### src/rtl/hd_pkg.sv
// ---------------------------------------------------------------------------
// hd_pkg
// Shared definitions for the hyperdimensional bundling datapath.
//   HV_DIM      : width of one hypervector slice (one input beat)
//   NUM_BIND    : number of bound vectors folded into one bundle
//   BUND_CW     : per-dimension counter width, large enough to hold NUM_BIND
//   BUND_THRESH : majority threshold; a dimension votes 1 when its count
//                 is >= BUND_THRESH (ties resolve to 1)
// ---------------------------------------------------------------------------
package hd_pkg;

    localparam int HV_DIM      = 64;
    localparam int NUM_BIND    = 144;
    localparam int BUND_CW     = $clog2(NUM_BIND + 1);
    localparam int BUND_THRESH = NUM_BIND / 2;

    typedef logic [HV_DIM-1:0] hv_slice_t;

    typedef enum logic [1:0] {
        IDLE  = 2'd0,
        ACCUM = 2'd1,
        EMIT  = 2'd2
    } bundle_state_t;

endpackage

### src/rtl/bundle_ctrl_if.sv
// ---------------------------------------------------------------------------
// bundle_ctrl_if
// Stream bundle for the bundling controller: an input valid/ready beat
// channel carrying bound hypervector slices and an output valid/ready
// channel carrying the binarized bundled hypervector.
//   slave  : controller side (consumes in_*, produces out_*)
//   master : producer/consumer side around the controller
// Signals:
//   in_valid  / in_ready  / in_vec  : input beat handshake + D-bit slice
//   out_valid / out_ready / out_hv  : result handshake + D-bit result
// ---------------------------------------------------------------------------
interface bundle_ctrl_if
    import hd_pkg::*;
#(
    parameter int D = HV_DIM
);

    logic         in_valid;
    logic         in_ready;
    logic [D-1:0] in_vec;
    logic         out_valid;
    logic         out_ready;
    logic [D-1:0] out_hv;

    modport slave (
        input  in_valid,
        input  in_vec,
        input  out_ready,
        output in_ready,
        output out_valid,
        output out_hv
    );

    modport master (
        output in_valid,
        output in_vec,
        output out_ready,
        input  in_ready,
        input  out_valid,
        input  out_hv
    );

endinterface

### src/rtl/bundle_acc.sv
// ---------------------------------------------------------------------------
// bundle_acc
// Array of D per-dimension popcount registers for majority-vote bundling.
// Each counter adds its bit of the incoming slice when enabled. The
// majority outputs are computed from the count *including* the current
// beat, so the controller can capture the final result on the same edge
// that accepts the last beat.
// Ports:
//   clk        in   rising-edge clock
//   rst_n      in   synchronous active-low reset, clears all counters
//   i_clr      in   synchronous clear of all counters (priority over i_en)
//   i_en       in   add i_bits into the counters this edge
//   i_bits     in   D-bit bound slice
//   o_maj_next out  per-dimension (count + i_bits) >= THRESH
// ---------------------------------------------------------------------------
module bundle_acc
    import hd_pkg::*;
#(
    parameter int D      = HV_DIM,
    parameter int CW     = BUND_CW,
    parameter int THRESH = BUND_THRESH
) (
    input  logic         clk,
    input  logic         rst_n,
    input  logic         i_clr,
    input  logic         i_en,
    input  logic [D-1:0] i_bits,
    output logic [D-1:0] o_maj_next
);

    generate
        for (genvar gi = 0; gi < D; gi++) begin : g_cnt
            logic [CW-1:0] r_cnt;
            logic [CW-1:0] w_sum;

            // CW holds the full item count, so the sum never wraps when
            // the controller enables at most NUM_ITEMS beats.
            assign w_sum = r_cnt + CW'(i_bits[gi]);

            always_ff @(posedge clk) begin
                if (!rst_n) begin
                    r_cnt <= '0;
                end else if (i_clr) begin
                    r_cnt <= '0;
                end else if (i_en) begin
                    r_cnt <= w_sum;
                end
            end

            assign o_maj_next[gi] = (w_sum >= CW'(THRESH));
        end
    endgenerate

endmodule

### src/rtl/bundle_ctrl.sv
// ---------------------------------------------------------------------------
// bundle_ctrl
// Sequencing controller for majority-vote bundling of NUM_ITEMS bound
// hypervector slices. After start, the controller accepts exactly
// NUM_ITEMS beats, then presents the thresholded result until the
// downstream takes it.
// Ports:
//   clk       in   rising-edge clock
//   rst_n     in   synchronous active-low reset
//   start     in   begin an operation (only honoured in IDLE)
//   abort     in   clear the current operation, return to IDLE; wins over
//                  start, beat acceptance and the output handshake
//   bus       if   slave side of bundle_ctrl_if (in_*/out_* streams)
//   busy      out  high in ACCUM or EMIT
//   done      out  combinational pulse on the output handshake
//   item_cnt  out  beats accepted in the current operation
// ---------------------------------------------------------------------------
module bundle_ctrl
    import hd_pkg::*;
#(
    parameter int D         = HV_DIM,
    parameter int NUM_ITEMS = NUM_BIND,
    parameter int THRESH    = NUM_ITEMS / 2,
    parameter int CW        = $clog2(NUM_ITEMS + 1)
) (
    input  logic            clk,
    input  logic            rst_n,
    input  logic            start,
    input  logic            abort,
    bundle_ctrl_if.slave    bus,
    output logic            busy,
    output logic            done,
    output logic [CW-1:0]   item_cnt
);

    bundle_state_t r_state;
    bundle_state_t w_state_next;

    logic [CW-1:0] r_item_cnt;
    logic [D-1:0]  r_out_hv;

    logic          w_accept;
    logic          w_last;
    logic          w_acc_clr;
    logic          w_acc_en;
    logic          w_load_hv;
    logic [D-1:0]  w_maj_next;

    // in_ready is purely a function of state, so a beat is accepted
    // whenever the producer is valid while we sit in ACCUM.
    assign w_accept = (r_state == ACCUM) && bus.in_valid;
    assign w_last   = w_accept && (r_item_cnt == CW'(NUM_ITEMS - 1));

    bundle_acc #(
        .D      (D),
        .CW     (CW),
        .THRESH (THRESH)
    ) u_acc (
        .clk        (clk),
        .rst_n      (rst_n),
        .i_clr      (w_acc_clr),
        .i_en       (w_acc_en),
        .i_bits     (bus.in_vec),
        .o_maj_next (w_maj_next)
    );

    // ---------------- next-state / control ----------------
    always_comb begin
        w_state_next = r_state;
        w_acc_clr    = 1'b0;
        w_acc_en     = 1'b0;
        w_load_hv    = 1'b0;

        if (abort) begin
            // abort overrides everything else in the same cycle
            w_state_next = IDLE;
            w_acc_clr    = 1'b1;
        end else begin
            case (r_state)
                IDLE: begin
                    if (start) begin
                        w_state_next = ACCUM;
                        w_acc_clr    = 1'b1;
                    end
                end
                ACCUM: begin
                    if (w_accept) begin
                        w_acc_en = 1'b1;
                        if (w_last) begin
                            // capture majority including this final beat
                            w_state_next = EMIT;
                            w_load_hv    = 1'b1;
                        end
                    end
                end
                EMIT: begin
                    // start here is ignored; it is only seen again in IDLE
                    if (bus.out_ready) begin
                        w_state_next = IDLE;
                    end
                end
                default: begin
                    w_state_next = IDLE;
                end
            endcase
        end
    end

    // ---------------- state register ----------------
    always_ff @(posedge clk) begin
        if (!rst_n) begin
            r_state <= IDLE;
        end else begin
            r_state <= w_state_next;
        end
    end

    // ---------------- item counter ----------------
    always_ff @(posedge clk) begin
        if (!rst_n) begin
            r_item_cnt <= '0;
        end else if (w_acc_clr) begin
            r_item_cnt <= '0;
        end else if (w_acc_en) begin
            r_item_cnt <= r_item_cnt + CW'(1);
        end
    end

    // ---------------- result register ----------------
    // Holds its value after the handshake and across abort; only a fresh
    // completed operation or reset changes it.
    always_ff @(posedge clk) begin
        if (!rst_n) begin
            r_out_hv <= '0;
        end else if (w_load_hv) begin
            r_out_hv <= w_maj_next;
        end
    end

    // ---------------- outputs ----------------
    assign bus.in_ready  = (r_state == ACCUM);
    assign bus.out_valid = (r_state == EMIT);
    assign bus.out_hv    = r_out_hv;
    assign busy          = (r_state != IDLE);
    assign done          = (r_state == EMIT) && bus.out_ready && !abort;
    assign item_cnt      = r_item_cnt;

endmodule

### src/flat_wrapper.sv
// flat-port wrapper written by rule: the top's interface ports become plain ports
module bundle_ctrl_flat import hd_pkg::*;
#(
    parameter int D         = HV_DIM,
    parameter int NUM_ITEMS = NUM_BIND,
    parameter int THRESH    = NUM_ITEMS / 2,
    parameter int CW        = $clog2(NUM_ITEMS + 1)
)
  (clk, rst_n, start, abort, busy, done, item_cnt, bus_in_valid, bus_in_vec, bus_out_ready, bus_in_ready, bus_out_valid, bus_out_hv);
  bundle_ctrl_if #(.D(D)) bus_i ();
  input  logic clk;
  input  logic rst_n;
  input  logic start;
  input  logic abort;
  output logic busy;
  output logic done;
  output logic [CW-1:0] item_cnt;
  input wire logic [$bits(bus_i.in_valid)-1:0] bus_in_valid;
  input wire logic [$bits(bus_i.in_vec)-1:0] bus_in_vec;
  input wire logic [$bits(bus_i.out_ready)-1:0] bus_out_ready;
  output wire logic [$bits(bus_i.in_ready)-1:0] bus_in_ready;
  output wire logic [$bits(bus_i.out_valid)-1:0] bus_out_valid;
  output wire logic [$bits(bus_i.out_hv)-1:0] bus_out_hv;
  assign bus_i.in_valid = bus_in_valid;
  assign bus_i.in_vec = bus_in_vec;
  assign bus_i.out_ready = bus_out_ready;
  assign bus_in_ready = bus_i.in_ready;
  assign bus_out_valid = bus_i.out_valid;
  assign bus_out_hv = bus_i.out_hv;
  bundle_ctrl #(.D(D), .NUM_ITEMS(NUM_ITEMS), .THRESH(THRESH), .CW(CW)) u_core (.clk(clk), .rst_n(rst_n), .start(start), .abort(abort), .bus(bus_i), .busy(busy), .done(done), .item_cnt(item_cnt));
endmodule
### config.mk
export PLATFORM = sky130hd
export DESIGN_NAME = bundle_ctrl_flat
export DESIGN_NICKNAME = d
export VERILOG_FILES = /design/src/rtl/hd_pkg.sv /design/src/rtl/bundle_ctrl_if.sv /design/src/rtl/bundle_acc.sv /design/src/rtl/bundle_ctrl.sv /design/src/flat_wrapper.sv
export SDC_FILE = /design/constraint.sdc
export NUM_CORES = 1
export LEC_CHECK = 0
export CAP_MARGIN = 10
export CORE_ASPECT_RATIO = 1.4
export CORE_MARGIN = 1.5
export CORE_UTILIZATION = 48
export DETAILED_ROUTE_END_ITERATION = 8
export GPL_TIMING_DRIVEN = 0
export PLACE_DENSITY = 0.66
export SETUP_SLACK_MARGIN = 0.02
export SLEW_MARGIN = 20
export SYNTH_ARGS = -nofsm -noshare
export SYNTH_HDL_FRONTEND = slang
export SYNTH_SLANG_ARGS = --single-unit
### constraint.sdc
create_clock -name clk -period 2.2 [get_ports clk]
set_clock_uncertainty 0.1 [all_clocks]
set_input_delay 0.22 -clock clk [delete_from_list [all_inputs] [get_ports clk]]
set_output_delay 0.22 -clock clk [all_outputs]
set_load 0.05 [all_outputs]
## Word-level counts from Yosys, hierarchy flattened

Cells that the tools add are included.

- Add/subtract/negate cells: 65
- Magnitude comparators: 64
- Equal/unequal tests: 7
- Mux-type cells: 15
- Bitwise gates (word level): 1
- Reduce and logical (&&, ||, !) cells: 10

Operators with widths:

| cell | count |
|---|---|
| 8-bit by 1-bit adder with 8-bit output | 64 |
| 8-bit by 7-bit >= comparator with 1-bit output, second input constant | 64 |
| 1-bit 2-to-1 mux | 10 |
| 8-bit by 1-bit adder with 8-bit output, second input constant | 1 |
| 8-bit == test, second input constant | 1 |
| 2-bit 2-to-1 mux | 4 |
| 2-bit one-hot mux with 3 select lines | 1 |
| 1-bit logical AND | 4 |
| 2-bit by 1-bit inequality test with 1-bit output, second input constant | 2 |
| 2-bit inequality test, second input constant | 2 |
| 4-bit AND reduction | 1 |
| 2-bit OR reduction | 2 |
| 2-bit by 1-bit == test with 1-bit output, second input constant | 1 |
| 2-bit == test, second input constant | 1 |
| 2-bit logical NOT | 1 |
| 2-bit nonzero test | 1 |
| 1-bit logical NOT | 1 |
| 1-bit NOT | 1 |

- Flip-flop bits (word level): 586
- Input port bits: 70
- Output and inout port bits: 76

## Longest topological paths before layout

Gate-level depths: netlist (run 1).

- Depth in word-level cells: 7
- Mapped depth: 9
- Depth with buffers taken out: 7

## Modules after synthesis

From an unflattened synthesis (run 1), not the netlist that was laid out.

- Cells, all modules: 3749
- Area total of the unflattened synthesis: 30962.2 um^2

Modules (own cells, without submodules):

| module | times used | cells each | area an instance (um^2) | sequential area each (um^2) |
|---|---|---|---|---|
| bundle_acc | 1 | 3410 | 27806.7 | 10249.8 |
| bundle_ctrl | 1 | 339 | 3155.5 | 1481.4 |

## Worst setup path before layout (run 1)

OpenSTA, ideal clock, no wires.

- Kind: register -> register
- Start: register u_core.r_state[0]
- End: register u_core.r_out_hv[61] (netlist: u_core.bus.out_hv[61])
- Setup time: 0.130 ns
- Data arrival time: 2.127 ns
- Required time: 1.970 ns
- Slack: -0.156 ns
- Cell stages (with the launch flop): 8
- Buffers on the path: 3
- Cell sequence: dfxtp_1 > nor2b_1 > and2b_2 > and3_1 > buf_2 > buf_4 > buf_2 > a21oi_1

- Longest elaborated chain between the ends: 7

RTL lines:

| what | line | text |
|---|---|---|
| start: declaration | bundle_ctrl.sv:36 | `bundle_state_t r_state;` |
| start signal: assignment | bundle_ctrl.sv:114 | `r_state <= w_state_next;` |
| 2-bit by 1-bit == test with 1-bit output (*) | n/a |  |
| named net bus_in_ready | flat_wrapper.sv:21 | `output wire logic [$bits(bus_i.in_ready)-1:0] bus_in_ready;` |
| 1-bit logical AND | bundle_ctrl.sv:51 | `assign w_accept = (r_state == ACCUM) && bus.in_valid;` |
| 1-bit logical AND | bundle_ctrl.sv:52 | `assign w_last = w_accept && (r_item_cnt == CW'(NUM_ITEMS - 1));` |
| 1-bit 2-to-1 mux | bundle_ctrl.sv:89 | `if (w_last) begin` |
| 1-bit 2-to-1 mux | bundle_ctrl.sv:87 | `if (w_accept) begin` |
| 1-bit 2-to-1 mux (*) | bundle_ctrl.sv:79 | `case (r_state)` |
| 1-bit 2-to-1 mux (*) | bundle_ctrl.sv:74 | `if (abort) begin` |
| end signal: assignment | bundle_ctrl.sv:136 | `r_out_hv <= w_maj_next;` |
| end: declaration | bundle_ctrl.sv:40 | `logic [D-1:0] r_out_hv;` |

The timed path passes the listed nets; every way through them passes the cells marked *.
A chain may end at the register's enable or synchronous reset.

## Final worst setup path (run 1)

- Start: register u_core.r_out_hv[52] (netlist: u_core.bus.out_hv[52])
- End: output bus_out_hv[52]

RTL lines:

| what | line | text |
|---|---|---|
| end: declaration | flat_wrapper.sv:23 | `output wire logic [$bits(bus_i.out_hv)-1:0] bus_out_hv;` |

No word-level cell between the ends.

==> results of run 1 <==
-- sequential cells by signal, summed over array words and instances (netlist names) --
signal,flops
u_core.bus.out_hv,64
u_core.r_state,2
u_core.item_cnt,8
u_core.u_acc.g_cnt.r_cnt,512
-- stage by stage --
| step | setup TNS (ps) | hold slack (ps) |
|---|---|---|
| 2_1_floorplan | 0 | 297 |
| 3_3_place_gp | -382940 | 345 |
| 3_5_place_dp | -387750 | 352 |
| 4_1_cts | -28.1 | 214 |
| 5_1_grt | 0 | 254 |
| 6_report | 0 | 256 |
-- metal layers --
layer,vias to the layer above,track usage,wire length (um)
li1,12600,-,-
met1,11900,0.309,33500
met2,554,0.441,37700
met3,170,0.0348,4050
met4,2,0.0900,2720
met5,-,0,13
-- how the worst min path moves through the flow --
stage | start | endpoint | slack (ps) | depth (start not counted)
5_1_grt | bus_in_vec[21] | u_core.u_acc.g_cnt[21].r_cnt[0]$_SDFFE_PP0P_ | 250 | 4
4_1_cts | rst_n | u_core.r_state[1]$_SDFFE_PP0P_ | 210 | 3
2_1_floorplan | bus_out_ready | u_core.r_state[1]$_SDFFE_PP0P_ | 300 | 2
6_report | bus_in_vec[21] | u_core.u_acc.g_cnt[21].r_cnt[0]$_SDFFE_PP0P_ | 260 | 4
3_5_place_dp | u_core.u_acc.g_cnt[59].r_cnt[0]$_SDFFE_PP0P_ | u_core.u_acc.g_cnt[59].r_cnt[0]$_SDFFE_PP0P_ | 350 | 2
3_3_place_gp | u_core.u_acc.g_cnt[0].r_cnt[0]$_SDFFE_PP0P_ | u_core.u_acc.g_cnt[0].r_cnt[0]$_SDFFE_PP0P_ | 350 | 2
-- what timing repair did --
action | 4_1_cts | 5_1_grt
pin swaps | 0 | 1
resized for setup | 91 | 109
setup endpoints to repair | 602 | 501
-- cells in the mapped netlist, types with 68 or more instances --
library cell / n
and3_1: 68
nand3_1: 154
nand2_1: 491
ha_1: 134
dfxtp_1: 586
nand4_1: 176
or3_1: 91
clkbuf_1: 108
o21ai_0: 89
a21oi_1: 274
buf_2: 73
xor2_1: 306
xnor2_1: 117
nor2_1: 410
-- layout make-up --
type                       instances  area [sq um]
buffer                           187          1040
clock buffer                      95          1820
clock inverter                    12           110
fill                            5541         25700
inverter                           9          33.8
multi-input combinational       2687         16100
sequential                       586         11700
tap                              749           937
timing repair buffer             145          1440
-- worst reg2reg max path, stage by stage, from the launching register on --
cell	delay [ps]
dfxtp_1	310
ha_1	230
ha_1	260
nor4_1	280
o22ai_1	130
a221oi_1	530
a21oi_1	130
-- kinds of logic (layout without fill, tap and decap cells) --
family / Yosys count / after routing / synth area share
compound gates: 554 / 554 / 0.107
xor+xnor: 423 / 423 / 0.129
fa+ha+maj: 134 / 134 / 0.0585
buf+inv: 198 / 448 / 0.0301
flops: 586 / 586 / 0.410
mux: 11 / 11 / 0.00402
simple gates: 1565 / 1565 / 0.262
-- power breakdown --
group	switching, W	internal [W]
combinational	0.000407	0.000199
sequential	0.00000409	0.0106
clock	0.00431	0.00586
total	0.00472	0.0167
==> impl_metrics.ini, run 1 <==
[clocking]
htree_levels = 2
cts-root-buf = clkbuf_16
hold_buffers = 0
clock_path_buffers = 3
clock_latency_ps = 620
numCtsBuffers = 59
postCtsSetupBuffers = 0
tritoncts = done
clock_sinks = 586
clk_pin_slew_ps = 70

[setup_path]
crit_slowest_cell = clkdlybuf4s50_1
crit_type = flop to output port
start_kind = flop
cp.depth = 1
crit_buf_inv = 1
crit_chain = clkdlybuf4s50_1
worstPathArrival_ps = 1810
r2r_cells = 6
r2r-start = u_core.u_acc.g_cnt[1].r_cnt[0]$_SDFFE_PP0P_
worst_path_largest_cell_delay_ps = 820
r2r_end = u_core.bus.out_hv[1]$_SDFFE_PN0P_
r2r_slack_ps = 100
startpoint = u_core.bus.out_hv[52]$_SDFFE_PN0P_
cp_max_fo = 2
cp-end-kind = output port
worstPathRequired_ps = 1880
endpoint = bus_out_hv[52]
critPathTopFamily = buffers and inverters

[layout]
layout_common_cells = dfxtp_1, nand2_1, nor2_1
fin_cells = 4470
layout_commonest_cell = dfxtp_1
drive_above_1_share = 0.0677
nets = 3879
antenna_cells = 0
area_growth_pct = 15.9
postLayoutCellArea_sq_um = 33200
utilization = 0.564

[floorplanning]
die-area_sq_um = 61200
ioPinCount = 146
core_area_sq_um = 58900
dieHeight_um = 292
num_rows = 105
initial_core_util = 0.487
die_w_um = 209

[power]
p_leak_nw = 11.9
vdd_drop_max_mv = 0.651
power.density_nw_per_um2 = 644
power_w = 0.0214

[drt]
vias = 25100
drc = 0
wl_per_cell_um = 17.4
drt_first_pass_iters = 6
drt-total-wl_mm = 77.9
drt-vias-per-instance = 5.63
drt-initial-drc-count = 1383
antenna_left = 0

[sta]
slew-limit-headroom = 0.488
finalSetupViolCount = 0
fin_crit_sh = 0.969
worst-slew-pin-transition_ps = 769
worst_slack_ps = 68.8
max_freq_ghz = 0.469
finalHoldViolCount = 0
min_period_ps = 2130
rsz0062_at_grt = true
drv_slew = 0

[place]
dp_cells = 4365
globalplace.congestion = 0.866
hpwl_mm = 53.3
portBuffers = 145
pre_cts_slack_ps = -1100
placed_area_sq_um = 31000

[synth]
ys.flop_type = dfxtp_1
synth_edf_count = 0
syn-num-nets = 3675
synthArstFlopShare = 0
ys_types = 62
yosys.area.top_type = dfxtp_1
synth_area_sq_um = 28600
yosysWarnings = 0
syn_avg_cell_area_sq_um = 8.25
synthCells = 3471
ys_seq_elements = 586
yosysTopAreaCellShare = 0.410
synth_area_leaders = dfxtp_1, xor2_1, nand2_1, ha_1, nor2_1
synth_seq_area_share = 0.410

[global_routing]
grt_first_pass_wirelength_mm = 122
gr-total-overflow = 0
grt_pass1_vias = 22800
antenna_found_initial = 1
grt_usage = 0.250
grt_max_degree = 15

[run_status]
status = finished, final reports clean

[worst_hold_path]
hold_class = primary input to flop

[run]
drv_cap = 0
Power figures use the tool's default switching activity.
==> inputs of run 2 (changes only) <==
--- a/config.mk
+++ b/config.mk
@@ -9,6 +9,7 @@
 export CORE_ASPECT_RATIO = 1.4
 export CORE_MARGIN = 1.5
 export CORE_UTILIZATION = 48
+export CTS_CLUSTER_SIZE = 10
 export DETAILED_ROUTE_END_ITERATION = 8
 export GPL_TIMING_DRIVEN = 0
 export PLACE_DENSITY = 0.66
==> constraint.sdc (replaced) <==
create_clock -name clk -period 2.2 [get_ports clk]
set_clock_uncertainty 0.1 [all_clocks]
set_input_delay 0.44 -clock clk [delete_from_list [all_inputs] [get_ports clk]]
set_output_delay 0.44 -clock clk [all_outputs]
set_load 0.05 [all_outputs]
==> impl_metrics.ini, run 2 (synthesis results as in run 1) <==
[setup_path]
crit_type = flop to output port
cp-end-kind = output port
r2r_end = u_core.bus.out_hv[61]$_SDFFE_PN0P_
r2r_cells = 6
crit_slowest_cell = clkdlybuf4s15_1
worst_path_largest_cell_delay_ps = 540
startpoint = u_core.item_cnt[3]$_SDFFE_PP0P_
start_kind = flop
r2r_slack_ps = 100
crit_buf_inv = 1
crit_chain = clkdlybuf4s15_1
worstPathRequired_ps = 1660
endpoint = item_cnt[3]
cp.depth = 1
r2r-start = u_core.u_acc.g_cnt[61].r_cnt[0]$_SDFFE_PP0P_
critPathTopFamily = buffers and inverters
worstPathArrival_ps = 1610
cp_max_fo = 3

[power]
power_frac_comb = 0.029
clockPowerShare = 0.478
p_sw_frac = 0.218
p_leak_nw = 11.9
vdd_drop_max_mv = 0.507
p_sw_w = 0.00469
p_int_w = 0.0169
seq_power_share = 0.493
power_w = 0.0216
power.density_nw_per_um2 = 650

[place]
globalplace.congestion = 0.868
portBuffers = 145
hpwl_mm = 53.5
dp_cells = 4365

[global_routing]
gr-total-overflow = 0
grt_max_degree = 11
grt_pass1_vias = 23200
grt_use_met3 = 0.0390
groute.layer.met2.usage = 0.444
grt.busiest_layer = met2
grt_usage = 0.254
met1_usage = 0.309
grt_first_pass_wirelength_mm = 123
antenna_found_initial = 2

[floorplanning]
die-area_sq_um = 61200
dieHeight_um = 292
initial_core_util = 0.487
ioPinCount = 146
num_rows = 105
die_w_um = 209
core_area_sq_um = 58900

[layout]
layout_common_cells = dfxtp_1, nand2_1, nor2_1
top_register = u_core.u_acc.g_cnt.r_cnt
layout_commonest_cell = dfxtp_1
drive_above_1_share = 0.0668
area_growth_pct = 15.8
nets = 3890
fin_cells = 4446
antenna_cells = 0
largest_register_ffs = 512

[sta]
rsz0062_at_grt = true
finalSetupViolCount = 0
finalHoldViolCount = 0
min_period_ps = 2150
slew-limit-headroom = 0.445
max_freq_ghz = 0.466
fin_crit_sh = 0.976
drv_slew = 0
worst-slew-pin-transition_ps = 833

[drt]
drt-initial-drc-count = 1548
drt-total-wl_mm = 78.7
drt-vias-per-instance = 5.64
drc = 0
drt_first_pass_iters = 5
wl_per_cell_um = 17.7
vias = 25100
antenna_left = 0

[clocking]
clock_latency_ps = 600
numCtsBuffers = 69
postCtsSetupBuffers = 0
clock_path_buffers = 3
clk_pin_slew_ps = 50
htree_levels = 3
tritoncts = done
clock_sinks = 586
cts-root-buf = clkbuf_16

[run]
drv_cap = 0

[run_status]
status = finished, final reports clean

[worst_hold_path]
hold_class = flop to flop
[run 2: layer usage]
metal  wire, um  share of wire
met2      38000           0.48
met4       2690          0.034
met5         13        0.00017
met1      33700           0.43
met3       4300          0.055
[run 2: power groups by stage]
stage / Clock (W) / Combinational (W) / Sequential [W]
global route: 0.0109 / 0.000661 / 0.0106
global placement: 0 / 0.000597 / 0.0109
detailed placement: 0 / 0.000598 / 0.0109
floorplan: 0 / 0.000241 / 0.0109
finish: 0.0103 / 0.000617 / 0.0106
CTS: 0.0105 / 0.000615 / 0.0106
[run 2: layout make-up]
| type | instances | area [sq um] |
|---|---|---|
| clock inverters | 1 | 30.0 |
| clock buffers | 81 | 1880 |
| inverters | 9 | 33.8 |
| flip-flops and latches | 586 | 11700 |
| well taps | 749 | 937 |
| fillers | 5578 | 25700 |
| repair buffers | 145 | 1350 |
| plain buffers | 188 | 1110 |
| multi-input cells | 2687 | 16100 |
[run 2: worst reg2reg max path, stage by stage, from the launching register on]
cell and delay, ps:
dfxtp_1 310, ha_1 240, ha_1 260, o41ai_1 340, mux2i_1 190, a2111oi_4 430, a21oi_1 110
[run 2: stage by stage]
| stage | instance area, sq um | setup slack, ps | setup TNS, ps | util | hold slack (ps) |
|---|---|---|---|---|---|
| CTS | 33000 | -106 | -106 | 0.561 | 358 |
| global placement | 31000 | -1310 | -514250 | 0.527 | 345 |
| detailed placement | 31000 | -1390 | -535180 | 0.527 | 351 |
| finish | 33200 | 52.0 | 0 | 0.564 | 355 |
| global route | 33200 | 23.3 | 0 | 0.564 | 373 |
| floorplan | 28600 | 60.6 | 0 | - | 340 |
[run 2: how the worst min path moves through the flow]
stage                                                 start  slack (ps)                                           end  cells past startpoint
2_1_floorplan   u_core.u_acc.g_cnt[0].r_cnt[0]$_SDFFE_PP0P_         340   u_core.u_acc.g_cnt[0].r_cnt[0]$_SDFFE_PP0P_                      2
3_3_place_gp   u_core.u_acc.g_cnt[15].r_cnt[0]$_SDFFE_PP0P_         350  u_core.u_acc.g_cnt[15].r_cnt[0]$_SDFFE_PP0P_                      2
3_5_place_dp   u_core.u_acc.g_cnt[21].r_cnt[0]$_SDFFE_PP0P_         350  u_core.u_acc.g_cnt[21].r_cnt[0]$_SDFFE_PP0P_                      2
4_1_cts        u_core.u_acc.g_cnt[21].r_cnt[0]$_SDFFE_PP0P_         360  u_core.u_acc.g_cnt[21].r_cnt[0]$_SDFFE_PP0P_                      2
5_1_grt        u_core.u_acc.g_cnt[44].r_cnt[0]$_SDFFE_PP0P_         370  u_core.u_acc.g_cnt[44].r_cnt[0]$_SDFFE_PP0P_                      2
6_report       u_core.u_acc.g_cnt[55].r_cnt[0]$_SDFFE_PP0P_         360  u_core.u_acc.g_cnt[55].r_cnt[0]$_SDFFE_PP0P_                      2
[run 2: timing repair]
item / in CTS / in global routing
resized for setup: 192 / 90
hold buffers: 0 / 0
endpoints found under the setup margin: 654 / 503
==> inputs of run 3 (changes only) <==
--- a/config.mk
+++ b/config.mk
@@ -12,7 +12,7 @@
 export CTS_CLUSTER_SIZE = 10
 export DETAILED_ROUTE_END_ITERATION = 8
 export GPL_TIMING_DRIVEN = 0
-export PLACE_DENSITY = 0.66
+export PLACE_DENSITY = 0.7
 export SETUP_SLACK_MARGIN = 0.02
 export SLEW_MARGIN = 20
 export SYNTH_ARGS = -nofsm -noshare
==> constraint.sdc (replaced) <==
create_clock -name clk -period 2.2 [get_ports clk]
set_clock_uncertainty 0.1 [all_clocks]
set_input_delay 0.44 -clock clk [delete_from_list [all_inputs] [get_ports clk]]
set_output_delay 0.44 -clock clk [all_outputs]
set_load 0.1 [all_outputs]
==> impl_metrics.ini, run 3 (synthesis results as in run 1) <==
[run_status]
status = finished, final reports clean

[drt]
drt_first_pass_iters = 6
vias = 25100
drc = 0
drt-total-wl_mm = 77.1
drt-vias-per-instance = 5.63
antenna_left = 0
wl_per_cell_um = 17.3
drt-initial-drc-count = 1377

[layout]
drive_above_1_share = 0.0833
layout_commonest_cell = dfxtp_1
n_fill_cell = 5487
top_register = u_core.u_acc.g_cnt.r_cnt
largest_register_ffs = 512
layout_common_cells = dfxtp_1, nand2_1, nor2_1
antenna_cells = 0
area_growth_pct = 16.1
utilization = 0.565
nets = 3890

[clocking]
clk_pin_slew_ps = 50
htree_levels = 3
cts-root-buf = clkbuf_16
hold_buffers = 0
tritoncts = done
clock_path_buffers = 3
clock_latency_ps = 610
clock_sinks = 586
numCtsBuffers = 69

[sta]
rsz0062_at_grt = true
worst-slew-pin-transition_ps = 825
fin_hold_ws_ps = 356
drv_slew = 0
finalHoldViolCount = 0
finalSetupViolCount = 0
max_freq_ghz = 0.456
fin_crit_sh = 0.997
min_period_ps = 2190
slew-limit-headroom = 0.450

[place]
hpwl_mm = 53.0
portBuffers = 145
globalplace.congestion = 0.875

[global_routing]
grt_first_pass_wirelength_mm = 123
grt_max_degree = 20
grt_usage = 0.251
grt_pass1_vias = 23400
gr-total-overflow = 0
met1_usage = 0.303
groute.layer.met2.usage = 0.450
antenna_found_initial = 2
grt_use_met3 = 0.0353
grt.busiest_layer = met2

[setup_path]
start_kind = primary input
endpoint = u_core.bus.out_hv[57]$_SDFFE_PN0P_
r2r_cells = 8
cp_max_fo = 10
r2r_slack_ps = 120
r2r_end = u_core.bus.out_hv[57]$_SDFFE_PN0P_
worstPathRequired_ps = 2610
r2r-start = u_core.item_cnt[0]$_SDFFE_PP0P_
worstPathArrival_ps = 2610
startpoint = rst_n
crit_type = primary input to flop
cp-end-kind = flop

[worst_hold_path]
hold_class = flop to flop

[power]
p_leak_nw = 11.6
vdd_drop_max_mv = 0.500
power.density_nw_per_um2 = 644

[floorplanning]
dieHeight_um = 292
core_area_sq_um = 58900
ioPinCount = 146
die-area_sq_um = 61200
num_rows = 105
die_w_um = 209
initial_core_util = 0.487

[run]
drv_cap = 0
run 3: final cells by class:
type / instances / area (sq um) / area share
clock buffer: 79 / 1830 / 0.0550
timing repair buffer: 146 / 1510 / 0.0455
tap: 749 / 937 / 0.0282
inverter: 9 / 33.8 / 0.00102
multi-input combinational: 2687 / 16100 / 0.484
clock inverter: 5 / 51.3 / 0.00154
buffer: 187 / 1050 / 0.0315
sequential: 586 / 11700 / 0.353
run 3: where the power goes:
part,switching [W],total (W),internal [W]
sequential,0.00000415,0.0106,0.0106
clock,0.00434,0.0102,0.00582
combinational,0.000410,0.000609,0.000199
total,0.00475,0.0214,0.0166
run 3: per-stage QoR:
step	instances	power [W]	setup slack [ps]	cell area (sq um)	setup TNS, ps
6_report	4448	0.0214	7.53	33200	0
3_3_place_gp	4365	0.0114	-1130	31000	-496180
3_5_place_dp	4365	0.0114	-1190	31000	-499560
5_1_grt	4448	0.0221	-117	33200	-5130
2_1_floorplan	3471	0.0111	-304	28600	-17790
4_1_cts	4448	0.0216	-11.2	33100	-12.3
run 3: worst min-delay path by stage:
stage,cells past startpoint,from,endpoint,slack (ps)
6_report,2,u_core.u_acc.g_cnt[26].r_cnt[0]$_SDFFE_PP0P_,u_core.u_acc.g_cnt[26].r_cnt[0]$_SDFFE_PP0P_,360
5_1_grt,2,u_core.u_acc.g_cnt[21].r_cnt[0]$_SDFFE_PP0P_,u_core.u_acc.g_cnt[21].r_cnt[0]$_SDFFE_PP0P_,370
4_1_cts,2,u_core.u_acc.g_cnt[38].r_cnt[0]$_SDFFE_PP0P_,u_core.u_acc.g_cnt[38].r_cnt[0]$_SDFFE_PP0P_,360
3_5_place_dp,2,u_core.u_acc.g_cnt[38].r_cnt[0]$_SDFFE_PP0P_,u_core.u_acc.g_cnt[38].r_cnt[0]$_SDFFE_PP0P_,350
3_3_place_gp,2,u_core.u_acc.g_cnt[15].r_cnt[0]$_SDFFE_PP0P_,u_core.u_acc.g_cnt[15].r_cnt[0]$_SDFFE_PP0P_,340
2_1_floorplan,2,u_core.u_acc.g_cnt[0].r_cnt[0]$_SDFFE_PP0P_,u_core.u_acc.g_cnt[0].r_cnt[0]$_SDFFE_PP0P_,340
run 3: critical path: stages:
cell,delay (ps)
clkdlybuf4s50_1,560
buf_1,650
clkbuf_1,610
o21ai_1,140
a31oi_1,180
run 3: timing repair:
item	4_1_cts	5_1_grt
pin swaps	0	1
endpoints found under the setup margin	654	533
gates resized for setup	318	100
setup buffers	0	1
run 3: routing by layer:
metal | part of all wire | vias up
li1 | - | 12600
met1 | 0.42 | 11800
met2 | 0.50 | 548
met3 | 0.054 | 118
met4 | 0.026 | 2
met5 | 0.00025 | -
